### config.mk
export PLATFORM = sky130hd
export DESIGN_NAME = key_scan
export DESIGN_NICKNAME = d
export VERILOG_FILES = /design/src/rtl/key_pkg.sv /design/src/rtl/key_debounce.sv /design/src/rtl/key_scan.sv
export SDC_FILE = /design/constraint.sdc
export NUM_CORES = 1
export LEC_CHECK = 0
export CORE_UTILIZATION = 40
export DETAILED_ROUTE_END_ITERATION = 8
export GPL_ROUTABILITY_DRIVEN = 0
export GPL_TIMING_DRIVEN = 0
export HOLD_SLACK_MARGIN = 0.1
export PLACE_DENSITY = 0.64
export SYNTH_ARGS = -nofsm -noshare
export SYNTH_HDL_FRONTEND = slang
export SYNTH_SLANG_ARGS = --single-unit
### constraint.sdc
create_clock -name clk -period 3.55 [get_ports clk]
set_clock_uncertainty 0.2 [all_clocks]
set_input_delay 0.71 -clock clk [delete_from_list [all_inputs] [get_ports clk]]
set_output_delay 0.71 -clock clk [all_outputs]
set_load 0.03 [all_outputs]
### src/rtl/key_pkg.sv
// Shared definitions for the key front end: per-key FSM state encoding and
// default 50 MHz timing constants.
package key_pkg;

  typedef enum logic [1:0] {
    IDLE       = 2'd0,
    DB_PRESS   = 2'd1,
    PRESSED    = 2'd2,
    DB_RELEASE = 2'd3
  } key_state_t;

  localparam int unsigned DEF_DEBOUNCE_CYCLES   = 1_000_000;   // 20 ms at 50 MHz
  localparam int unsigned DEF_LONG_PRESS_CYCLES = 50_000_000;  // 1 s at 50 MHz

endpackage

### src/rtl/key_debounce.sv
// One key: 2-flop synchroniser, debounce FSM and registered press/release pulses.
// Optional long-press hold counter is built when KEY_LONG_PRESS_EN is defined.
module key_debounce
  import key_pkg::*;
#(
  parameter int unsigned DEBOUNCE_CYCLES   = DEF_DEBOUNCE_CYCLES,
  parameter int unsigned LONG_PRESS_CYCLES = DEF_LONG_PRESS_CYCLES
) (
  input  logic clk,
  input  logic rst,
  input  logic key_n,
  output logic key_level,
  output logic key_press,
  output logic key_release,
  output logic key_long
);

  localparam logic [31:0] DEB_LAST = 32'(DEBOUNCE_CYCLES - 1);

  if (DEBOUNCE_CYCLES < 2 || LONG_PRESS_CYCLES < 2) begin : g_bad_param
    $error("key_debounce: DEBOUNCE_CYCLES and LONG_PRESS_CYCLES must be >= 2");
  end

  logic [1:0]  sync_reg;
  key_state_t  state_reg, state_next;
  logic [31:0] cnt_reg, cnt_next;
  logic        level_reg, level_next;
  logic        press_reg, press_next;
  logic        release_reg, release_next;
  logic        s2;

  assign s2 = sync_reg[1];

  always_ff @(posedge clk) begin
    if (rst) begin
      sync_reg    <= 2'b11;
      state_reg   <= IDLE;
      cnt_reg     <= '0;
      level_reg   <= 1'b0;
      press_reg   <= 1'b0;
      release_reg <= 1'b0;
    end else begin
      sync_reg    <= {sync_reg[0], key_n};
      state_reg   <= state_next;
      cnt_reg     <= cnt_next;
      level_reg   <= level_next;
      press_reg   <= press_next;
      release_reg <= release_next;
    end
  end

  always_comb begin
    state_next   = state_reg;
    cnt_next     = cnt_reg;
    level_next   = level_reg;
    press_next   = 1'b0;
    release_next = 1'b0;
    unique case (state_reg)
      IDLE: begin
        if (!s2) begin
          state_next = DB_PRESS;
          cnt_next   = '0;
        end
      end
      DB_PRESS: begin
        if (s2) begin
          state_next = IDLE;
          cnt_next   = '0;
        end else if (cnt_reg == DEB_LAST) begin
          state_next = PRESSED;
          press_next = 1'b1;
          level_next = 1'b1;
          cnt_next   = '0;
        end else begin
          cnt_next = cnt_reg + 32'd1;
        end
      end
      PRESSED: begin
        if (s2) begin
          state_next = DB_RELEASE;
          cnt_next   = '0;
        end
      end
      DB_RELEASE: begin
        // A short low blip returns to PRESSED without a new press event.
        if (!s2) begin
          state_next = PRESSED;
          cnt_next   = '0;
        end else if (cnt_reg == DEB_LAST) begin
          state_next   = IDLE;
          release_next = 1'b1;
          level_next   = 1'b0;
          cnt_next     = '0;
        end else begin
          cnt_next = cnt_reg + 32'd1;
        end
      end
      default: begin
        state_next = IDLE;
        cnt_next   = '0;
      end
    endcase
  end

  assign key_level   = level_reg;
  assign key_press   = press_reg;
  assign key_release = release_reg;

`ifdef KEY_LONG_PRESS_EN
  localparam logic [31:0] LONG_LAST = 32'(LONG_PRESS_CYCLES - 1);

  logic [31:0] hold_reg, hold_next;
  logic        long_reg, long_next;

  // Hold counter saturates one past LONG_LAST so the pulse fires once per press.
  always_comb begin
    hold_next = hold_reg;
    long_next = 1'b0;
    if (state_reg == DB_PRESS && state_next == PRESSED) begin
      hold_next = '0;
    end else if (state_reg == PRESSED || state_reg == DB_RELEASE) begin
      if (hold_reg < LONG_LAST) begin
        hold_next = hold_reg + 32'd1;
      end else if (hold_reg == LONG_LAST) begin
        long_next = 1'b1;
        hold_next = hold_reg + 32'd1;
      end
    end
  end

  always_ff @(posedge clk) begin
    if (rst) begin
      hold_reg <= '0;
      long_reg <= 1'b0;
    end else begin
      hold_reg <= hold_next;
      long_reg <= long_next;
    end
  end

  assign key_long = long_reg;
`else
  assign key_long = 1'b0;
`endif

endmodule

### src/rtl/key_scan.sv
// Debounced key front end: NUM_KEYS independent key_debounce channels plus any_event.
// Long-press events are enabled by defining KEY_LONG_PRESS_EN.
module key_scan
  import key_pkg::*;
#(
  parameter int unsigned NUM_KEYS          = 3,
  parameter int unsigned DEBOUNCE_CYCLES   = DEF_DEBOUNCE_CYCLES,
  parameter int unsigned LONG_PRESS_CYCLES = DEF_LONG_PRESS_CYCLES
) (
  input  logic                clk,
  input  logic                rst,
  input  logic [NUM_KEYS-1:0] keys_n,
  output logic [NUM_KEYS-1:0] key_level,
  output logic [NUM_KEYS-1:0] key_press,
  output logic [NUM_KEYS-1:0] key_release,
  output logic [NUM_KEYS-1:0] key_long,
  output logic                any_event
);

  for (genvar gi = 0; gi < NUM_KEYS; gi++) begin : g_key
    key_debounce #(
      .DEBOUNCE_CYCLES  (DEBOUNCE_CYCLES),
      .LONG_PRESS_CYCLES(LONG_PRESS_CYCLES)
    ) u_key (
      .clk        (clk),
      .rst        (rst),
      .key_n      (keys_n[gi]),
      .key_level  (key_level[gi]),
      .key_press  (key_press[gi]),
      .key_release(key_release[gi]),
      .key_long   (key_long[gi])
    );
  end

  assign any_event = |{key_press, key_release, key_long};

endmodule

# Yosys cells after proc, flatten, opt, wreduce, memory -nomap -nowiden
# Index checks and enable logic that the tools add are counted.
dict set report op_classes {
  n_mux 57
  n_reduce_logical 22
  add_sub_neg 3
  n_eq_ne 36
  n_bitwise 9
}
# op n
set ops {}
lappend ops {{$mux 32} 15}
lappend ops {{$pmux 32 s4} 3}
lappend ops {{$add 32x1->32 const B} 3}
lappend ops {{$eq 32x20->1 const B} 3}
lappend ops {{$mux 2} 18}
lappend ops {{$ne 2x1->1 const B} 12}
lappend ops {{$pmux 2 s4} 3}
lappend ops {{$reduce_or 3->1} 6}
lappend ops {{$mux 1} 15}
lappend ops {{$reduce_and 5->1} 3}
lappend ops {{$eq 2x2->1 const B} 6}
lappend ops {{$ne 2x2->1 const B} 6}
lappend ops {{$reduce_and 4->1} 3}
lappend ops {{$ne 3x1->1 const B} 3}
lappend ops {{$ne 3x3->1 const B} 3}
lappend ops {{$not 1->1} 9}
lappend ops {{$eq 2x1->1 const B} 3}
lappend ops {{$logic_not 2->1} 3}
lappend ops {{$pmux 1 s2} 3}
lappend ops {{$reduce_and 2->1} 3}
lappend ops {{$reduce_bool 2->1} 3}
lappend ops {{$reduce_or 6->1} 1}
dict set report word_totals {
  input_bits 5
  elab_cells 145
  regBits 117
}

# Depth between registers and ports, before layout
dict set report logic_depth {
  word_depth 4
  ltp_mapped 8
  depth_no_buf 6
}

# Hierarchy
# Synthesis repeated with hierarchy kept, for this count alone.
dict set report unflattened {
  cells_unflattened 758
  area_unflattened_um2 6266.0
}
# mod cells_per_inst area_per_inst_um2 instances seq_area_each_um2
set by_module_without_submodules {}
lappend by_module_without_submodules {{key_debounce (g_key[1].u_key)} 254 2133.3 1 780.7}
lappend by_module_without_submodules {{key_debounce (g_key[2].u_key)} 254 2078.2 1 780.7}
lappend by_module_without_submodules {{key_debounce (g_key[0].u_key)} 246 2034.5 1 780.7}
lappend by_module_without_submodules {key_scan 4 20.0 1 0.0}

# Worst setup path after synthesis
# Ideal clock, no wire load.
dict set report synth_path {
  path_kind {register to register}
  start {register g_key[2].u_key.cnt_reg[20]}
  end {register g_key[2].u_key.cnt_reg[14]}
  arrival_ns 2.170
  slack_ns 1.066
  path_buffers 2
  path_stages_with_launch 8
  period_less_slack_ns 2.484
  cell_sequence {dfxtp_1 or4_1 or4_4 o31a_1 buf_6 buf_8 a21o_1 a21o_1}
}
dict set report synth_via {
  elab_chain_len 4
}
# element line
set synth_lines {}
lappend synth_lines {{from (decl)} key_debounce.sv:26} ;# logic [31:0] cnt_reg, cnt_next;
lappend synth_lines {{from (signal assigned)} key_debounce.sv:45} ;# cnt_reg <= cnt_next;
lappend synth_lines {{$eq 32x20->1 *} {key_debounce.sv:69, key_debounce.sv:89}}
lappend synth_lines {{$mux 32 *} {key_debounce.sv:69, key_debounce.sv:89}}
lappend synth_lines {{$mux 32 (on tied branches)} {key_debounce.sv:86, key_debounce.sv:66}}
lappend synth_lines {{$pmux 32 s4 *} key_debounce.sv:58} ;# unique case (state_reg)
# Every way passes the cells marked *; elsewhere a longest branch is shown, timed or not.
# A chain may end at the register's enable or synchronous reset.

==> results.toml <==
[cells_and_area]
fin_cells = 994
layout-drive-gt1-share = 0.08148
final.fill_count = 1423
post-route-util = 0.4828
area_growth_pct = 16.59
n_antenna_cell = 0
fin_nets = 805
largest_reg_flops = 96

[sta]
whs_ns = 0.2070
hold_viol = 0
tightest_slew_ns = 1.182
max_slew_margin = 0.2057
report.final.slew_viol_count = 0
grt_setup_unrepaired = "no"
period_share = 0.8740
period_needed_ns = 3.103
setup_viol = 0
fmax_ghz = 0.3223

[pwr]
p_per_area_mw_per_mm2 = 455.1
p_leak_nw = 2.366
clkPwrFrac = 0.554
p_sw_frac = 0.2068
p_switching_w = 0.0006678
pwr-share-comb = 0.034
pwr-share-seq = 0.412
p_int_w = 0.002562
ir_worst_vdd_mv = 0.3299

[yosys]
async_flop_share = 0
yosysTopAreaCell = "dfxtp_1"
yosys-top-cells-area = "dfxtp_1, nand3_1, nand2_1"
synth_flop_cell = "dfxtp_1"
ys_types = 53
ys_seq_area_frac = 0.3848
yosys_warnings = 0
yosysTopAreaCellShare = 0.3848
synth_commonest_cells = "dfxtp_1, nand2_1, nand3_1"
synth-edff-count = 0
ys_seq_elements = 117
synth_most_common_cell = "dfxtp_1"
synth_area_mm2 = 0.006087
synth_cells = 761
avgSynthCellArea_um2 = 7.999

[cts]
clock_latency_ns = 0.42
cts_tree = "built"
htreeDepth = 4
cts.clk_slew.worst_paths_ns = 0.06
holdBufCountCts = 0
cts_max_path_buffers = 2
cts_root_buf = "clkbuf_16"
cts_setup_buffers = 0
numCtsBuffers = 17
cts.sinks = 117
postCtsResizedCells = 0

[global_routing]
grt_max_degree = 17
grt_pass1_wl_um = 26040
grt_pass1_vias = 5072
grt_remaining_overflow = 0
grt_antenna_before_repair = 0
grtUsageTotal = 0.2068

[setup_path]
worstPathMaxFanout = 10
rr_worst_depth = 6
critPathLaunchType = "input pin"
critPathArrivalTime_ns = 3.18
worstPathRequired_ns = 3.63
end_kind = "flip-flop"
path_class = "input pin to flip-flop"

[worst_hold_path]
min_path_type = "flip-flop to flip-flop"
holdPathStages = 1

[drt]
via_count = 5819
drc = 0
wire_per_inst_um = 15.64
viasPerCell = 5.854
drt_iter0_markers = 556
wl_met2_um = 6751
routed_wl_um = 15550
met3WireLength_um = 775
wl_met1_um = 7889
firstDrtPassIters = 7
top_layer_used = "met4"
ant_nets = 0

[floorplan]
rows = 44
start_util = 0.4141
fp.coreArea_mm2 = 0.01470
ios = 18
die-width_um = 125.4
dieHeight_um = 125.4
die_area_mm2 = 0.01572

[placement]
portBuffers = 14
post-dp-hpwl_um = 10580
dp.cells = 961

[status]
status = "finished clean"

[job]
max-cap-violations = 0
-- per-stage QoR --
step           cell area [um^2]  setup WS, ns  total power, W  TNS [ns]
2_1_floorplan              6095         1.066        0.001427         0
3_3_place_gp               6465      -0.08780        0.001466   -0.9759
3_5_place_dp               6465       -0.1168        0.001467    -1.503
4_1_cts                    7081        0.3357        0.003262         0
5_1_grt                    7097        0.1943        0.003338         0
6_report                   7097        0.4471        0.003230         0
-- cell usage in the layout (no fill, tap or decap), types with 10 or more instances in the layout --
master | Yosys | routed
a21o_1 | 10 | 10
a21oi_1 | 34 | 34
a31oi_1 | 44 | 44
and3_1 | 18 | 18
and4_1 | 15 | 15
buf_4 | 12 | 12
clkbuf_1 | 34 | 36
clkbuf_16 | 0 | 17
clkdlybuf4s50_1 | 0 | 14
dfxtp_1 | 117 | 117
inv_1 | 24 | 24
nand2_1 | 78 | 78
nand3_1 | 73 | 73
nand4_1 | 44 | 44
nor2_1 | 26 | 26
nor3_1 | 26 | 25
nor4_1 | 17 | 16
o21ai_0 | 28 | 28
or2_2 | 10 | 10
or3_1 | 22 | 22
or4_1 | 10 | 10
xnor2_1 | 12 | 12
-- final timing paths --
kind                                             end  slack (ns)                                   start
max           g_key[1].u_key.cnt_reg[8]$_SDFFE_PP0P_        0.45                                     rst
min            g_key[0].u_key.sync_reg[1]$_SDFF_PP1_        0.21   g_key[0].u_key.sync_reg[0]$_SDFF_PP1_
max reg2reg  g_key[2].u_key.cnt_reg[22]$_SDFFE_PP0P_        0.75  g_key[2].u_key.cnt_reg[0]$_SDFFE_PP0P_
min reg2reg    g_key[0].u_key.sync_reg[1]$_SDFF_PP1_        0.21   g_key[0].u_key.sync_reg[0]$_SDFF_PP1_
-- kinds of logic after synthesis --
kind of cell | count (synthesis) | synth area share
XOR/XNOR | 20 | 0.02878
AO/OA/AOI/OAI | 159 | 0.1690
other | 1 | 0.0006161
buffers and inverters | 78 | 0.05920
AND/OR/NAND/NOR | 375 | 0.3383
adder cells (fa/ha/maj) | 3 | 0.006167
multiplexers | 8 | 0.01316
flip-flops | 117 | 0.3848
-- routing by layer --
metal	GRT usage	up-vias
met2	0.3010	132
met3	0.04878	13
li1	-	2939
met1	0.2970	2735
met5	0	-
met4	0.07102	0
-- critical path, cell delays in order --
cell,delay [ns]
clkdlybuf4s50_1,0.57
clkbuf_1,0.43
inv_1,0.28
and3_1,0.23
clkbuf_1,0.14
nand2_1,0.21
clkbuf_1,0.44
o22ai_1,0.17
-- power groups by stage --
stage	Clock, W	Combinational [W]	Sequential [W]
2_1_floorplan	0	0.0000723	0.00136
6_report	0.00179	0.000110	0.00133
5_1_grt	0.00189	0.000120	0.00133
4_1_cts	0.00182	0.000109	0.00133
3_5_place_dp	0	0.000109	0.00136
3_3_place_gp	0	0.000109	0.00136
-- area by class of cell --
type                       instances  area [um^2]  area share
multi-input combinational        568         3403      0.4795
sequential                       117         2342      0.3300
clock buffer                      21        460.4     0.06488
buffer                            54        270.3     0.03808
tap                              184        230.2     0.03244
clock inverter                    11        155.1     0.02186
timing repair buffer              15        145.1     0.02045
inverter                          24        90.09     0.01269
Power figures use the tool's default switching activity.
